### config.mk
export PLATFORM = sky130hd
export DESIGN_NAME = bcd_sv_ff
export DESIGN_NICKNAME = d
export VERILOG_FILES = /design/src/rtl/bcd_pkg.sv /design/src/rtl/bcd_add3.sv /design/src/rtl/bcd_sv_ff.sv
export SDC_FILE = /design/constraint.sdc
export NUM_CORES = 1
export LEC_CHECK = 0
export BUFFER_PORTS_ARGS = -buffer_cell sky130_fd_sc_hd__buf_2
export CORE_ASPECT_RATIO = 0.9
export CORE_UTILIZATION = 50
export DETAILED_ROUTE_END_ITERATION = 12
export PLACE_DENSITY = 0.83
export SKIP_LAST_GASP = 1
export SLEW_MARGIN = 20
export SYNTH_ARGS = -nofsm -noshare
export SYNTH_HDL_FRONTEND = slang
export SYNTH_HIERARCHICAL = 1
export SYNTH_SLANG_ARGS = --single-unit
### constraint.sdc
create_clock -name clk -period 1.55 [get_ports clk]
set_clock_uncertainty 0.05 [all_clocks]
set_input_delay 0.2325 -clock clk [delete_from_list [all_inputs] [get_ports clk]]
set_output_delay 0.2325 -clock clk [all_outputs]
set_load 0.02 [all_outputs]
### src/rtl/bcd_pkg.sv
// Shared types and constants for the binary-to-ASCII-decimal converter.
package bcd_pkg;

  typedef enum logic [1:0] {
    IDLE  = 2'd0,
    SHIFT = 2'd1,
    DONE  = 2'd2
  } state_e;

  localparam logic [7:0] ASCII_ZERO  = 8'h30;
  localparam logic [7:0] ASCII_SPACE = 8'h20;

  localparam int unsigned DEF_IN_W   = 14;
  localparam int unsigned DEF_DIGITS = 4;

endpackage

### src/rtl/bcd_add3.sv
// Double-dabble digit correction: add 3 to a BCD nibble of 5 or more.
module bcd_add3 (
  input  logic [3:0] nibble,
  output logic [3:0] adjusted
);

  always_comb begin
    adjusted = (nibble >= 4'd5) ? nibble + 4'd3 : nibble;
  end

endmodule

### src/rtl/bcd_sv_ff.sv
// Iterative double-dabble binary to ASCII decimal converter with level start/done handshake.
// Define BCD_LEADING_BLANK_EN to print leading zeros (except the ones digit) as spaces.
module bcd_sv_ff
  import bcd_pkg::*;
#(
  parameter int unsigned IN_W    = DEF_IN_W,
  parameter int unsigned DIGITS  = DEF_DIGITS,
  parameter int unsigned MAX_VAL = 9999
) (
  input  logic                  clk,
  input  logic                  rst,
  input  logic [IN_W-1:0]       bin_in,
  input  logic                  cross_ready,
  output logic [8*DIGITS-1:0]   ascii_out,
  output logic                  bcd_ready
);

  localparam int unsigned CNT_W = $clog2(IN_W + 1);
  localparam int unsigned BCD_W = 4 * DIGITS;
  localparam logic [IN_W-1:0]  MAX_BIN  = IN_W'(MAX_VAL);
  localparam logic [CNT_W-1:0] CNT_INIT = CNT_W'(IN_W);

  state_e               state_q, state_d;
  logic [IN_W-1:0]      bin_q, bin_d;
  logic [BCD_W-1:0]     bcd_q, bcd_d, bcd_adj;
  logic [CNT_W-1:0]     cnt_q, cnt_d;
  logic [8*DIGITS-1:0]  ascii_q, ascii_d, ascii_fmt;
  logic                 ready_q, ready_d;

  for (genvar g = 0; g < DIGITS; g++) begin : g_add3
    bcd_add3 u_add3 (
      .nibble   (bcd_q[4*g +: 4]),
      .adjusted (bcd_adj[4*g +: 4])
    );
  end

  // Render the finished BCD digits as ASCII, most significant digit first.
  always_comb begin
    logic [3:0] dig;
`ifdef BCD_LEADING_BLANK_EN
    logic lead;
    lead = 1'b1;
`endif
    dig       = '0;
    ascii_fmt = '0;
    for (int unsigned i = 0; i < DIGITS; i++) begin
      dig = bcd_q[4*(DIGITS-1-i) +: 4];
      ascii_fmt[8*(DIGITS-1-i) +: 8] = ASCII_ZERO + {4'h0, dig};
`ifdef BCD_LEADING_BLANK_EN
      if (lead && (dig == 4'd0) && (i != DIGITS - 1)) begin
        ascii_fmt[8*(DIGITS-1-i) +: 8] = ASCII_SPACE;
      end else begin
        lead = 1'b0;
      end
`endif
    end
  end

  always_comb begin
    state_d = state_q;
    bin_d   = bin_q;
    bcd_d   = bcd_q;
    cnt_d   = cnt_q;
    ascii_d = ascii_q;
    ready_d = ready_q;
    case (state_q)
      IDLE: begin
        ready_d = 1'b0;
        if (cross_ready) begin
          bin_d   = (bin_in > MAX_BIN) ? MAX_BIN : bin_in;
          bcd_d   = '0;
          cnt_d   = CNT_INIT;
          state_d = SHIFT;
        end
      end
      SHIFT: begin
        if (!cross_ready) begin
          state_d = IDLE;
        end else if (cnt_q == '0) begin
          ascii_d = ascii_fmt;
          ready_d = 1'b1;
          state_d = DONE;
        end else begin
          {bcd_d, bin_d} = {bcd_adj[BCD_W-2:0], bin_q, 1'b0};
          cnt_d          = cnt_q - 1'b1;
        end
      end
      DONE: begin
        if (!cross_ready) begin
          ready_d = 1'b0;
          state_d = IDLE;
        end
      end
      default: state_d = IDLE;
    endcase
  end

  always_ff @(posedge clk or negedge rst) begin
    if (!rst) begin
      state_q <= IDLE;
      bin_q   <= '0;
      bcd_q   <= '0;
      cnt_q   <= '0;
      ascii_q <= '0;
      ready_q <= 1'b0;
    end else begin
      state_q <= state_d;
      bin_q   <= bin_d;
      bcd_q   <= bcd_d;
      cnt_q   <= cnt_d;
      ascii_q <= ascii_d;
      ready_q <= ready_d;
    end
  end

  assign ascii_out = ascii_q;
  assign bcd_ready = ready_q;

endmodule

==> metrics.csv <==
metric;value;unit
outcome;finished with violations;
failing checks;setup timing;
Setup TNS Final;-0.311;ns
most frequent cells in the layout;54 x dfrtp_1, 41 x buf_2, 26 x nand2_1;
CP Max Fanout;5;
die area;5930;um^2
# DRC;0;
via count;2166;
Iteration-0 DRC Markers;141;
initial cell density of the core;0.526;
Die X;81.1;um
fin crit share;1.02;
TritonRoute pass-1 iters;5;
Hold Path Class;in2reg;
Worst Path Arrival;1.73;ns
Crit. End Element;register;
WL final;5690;um
max_cap viols;0;
Bufs and invs on worst path;1;
Worst setup SP type;register;
hold violation total from the final report;0;
WS Path Type;reg2reg;
Antenna Violating Nets Remaining;0;
Pleak;1.69;nW
Routed WL per cell;14.6;um
Hold Crit Endpoint;bin_q[1];
cells after synthesis;266;
Worst-path clk slew;0.10;ns
RePlAce Congestion;0.774;
diodes inserted;0;
Final min period;1.59;ns
Cell Chain, Critical Path;inv_2, ha_4, and4bb_4, nand3b_4, mux2_4;
worst hold margin;0.109;ns
min-delay src;bin_in[1];
I/O pin total;50;
Fmax achieved;630;MHz
RSZ-0062 raised after global routing;yes;
final worst setup slack;-0.0378;ns
gr usage total;0.205;
Filler Cell Count;441;
Nets;348;
Worst EP required;1.69;ns
met3 routed WL;297;um
RR Startpoint;cnt_q[1];
clk buf depth;2;
Vias/cell;5.57;
Power Dens Cells;842;nW/um^2
Largest delay share family, worst path;simple AND/OR/NAND/NOR gates;
CTS root buffer;clkbuf_8;
H-tree depth;2;
fraction of layout cells with a size suffix above 1;0.323;
hold depth;3;
flop2flop setup slack;-0.04;ns
maximum vdd drop;439;uV
met1 WL;2510;um
Largest stage delay, worst path;0.40;ns
Sink Count;54;
PnR Total Power;2.79;mW
global-route wire length before repair;9120;um
Area Growth Syn to Fin;17.6;%
R2R depth;5;
CTS buffer count;5;
Overflow after GRT;0;
Final setup viols;16;
initial antenna violation count;0;
Slew Limit Fails;0;
highest routed layer;met4;
Core Area;5350;um^2
CTS tree;built;
met2 WL;2800;um
largest net degree at the start of global routing;38;
Worst R2R End;ascii_out[19];
Port Buffer Count;41;
Syn Area/Cell;10.6;um^2
die height;73.2;um
commonest non-fill, non-tap cell in the layout;dfrtp_1;
synth warn;6;
vias in the first global route;1924;
Rows;25;
Mapped Area;2820;um^2
Max stage delay cell, worst path;dfrtp_1;
later-pin clock latency in the skew report;0.31;ns
DP HPWL;3760;um
layout make-up:
cell class / instances / area, um^2 / area share
clock inverter: 2 / 13.8 / 0.00416
tap: 67 / 83.8 / 0.0253
sequential: 54 / 1350 / 0.408
clock buffer: 5 / 68.8 / 0.0208
timing repair buffer: 66 / 408 / 0.123
multi-input combinational: 180 / 1330 / 0.402
inverter: 15 / 56.3 / 0.0170
stage by stage:
step,cell area (um^2),util,std cells,setup slack (ns)
floorplan,2860,-,273,-0.0842
detailed placement,3150,0.588,376,-0.174
global placement,3150,0.588,376,-0.110
CTS,3300,0.617,388,-0.0359
global route,3310,0.619,389,-0.100
finish,3310,0.619,389,-0.0378
where the power goes:
part	internal [mW]	switching, mW
sequential	1.49	0.0618
clock	0.313	0.460
combinational	0.201	0.265
tightest hold or removal path: stages:
cell and delay [ns]:
buf_2 0.10, inv_1 0.04, a221oi_1 0.06
layer usage:
layer / global-route usage / vias to the layer above
met5: 0 / -
met3: 0.0388 / 8
li1: - / 1033
met2: 0.317 / 70
met4: 0.0754 / 0
met1: 0.287 / 1055
sequential cells by signal (all words and copies together), names as in the netlist:
signal,count
bin_q,14
cnt_q,4
state_q,2
bcd_ready,1
ascii_out,17
bcd_q,16
timing repair:
action / in CTS / in global routing
pin swaps: 1 / 2
endpoints found under the setup margin: 32 / 38
hold buffers: 1 / 0
buffers inserted: 2 / 1
gates resized for setup: 6 / 1
hold endpoints to repair: 17 / 0
cloned: 2 / 0
worst max path at each step:
| stage | slack, ns | from | end | cells past startpoint |
|---|---|---|---|---|
| after detailed placement | -0.17 | cnt_q[0] | ascii_out[19] | 5 |
| after CTS | -0.04 | cnt_q[1] | ascii_out[1] | 5 |
| after global routing | -0.10 | cnt_q[1] | ascii_out[27] | 5 |
| after global placement | -0.11 | cnt_q[1] | ascii_out[18] | 5 |
| final | -0.04 | cnt_q[1] | ascii_out[19] | 5 |
| after floorplan | -0.08 | cnt_q[0] | ascii_out[11] | 6 |
(Power assumes the default switching activity.)
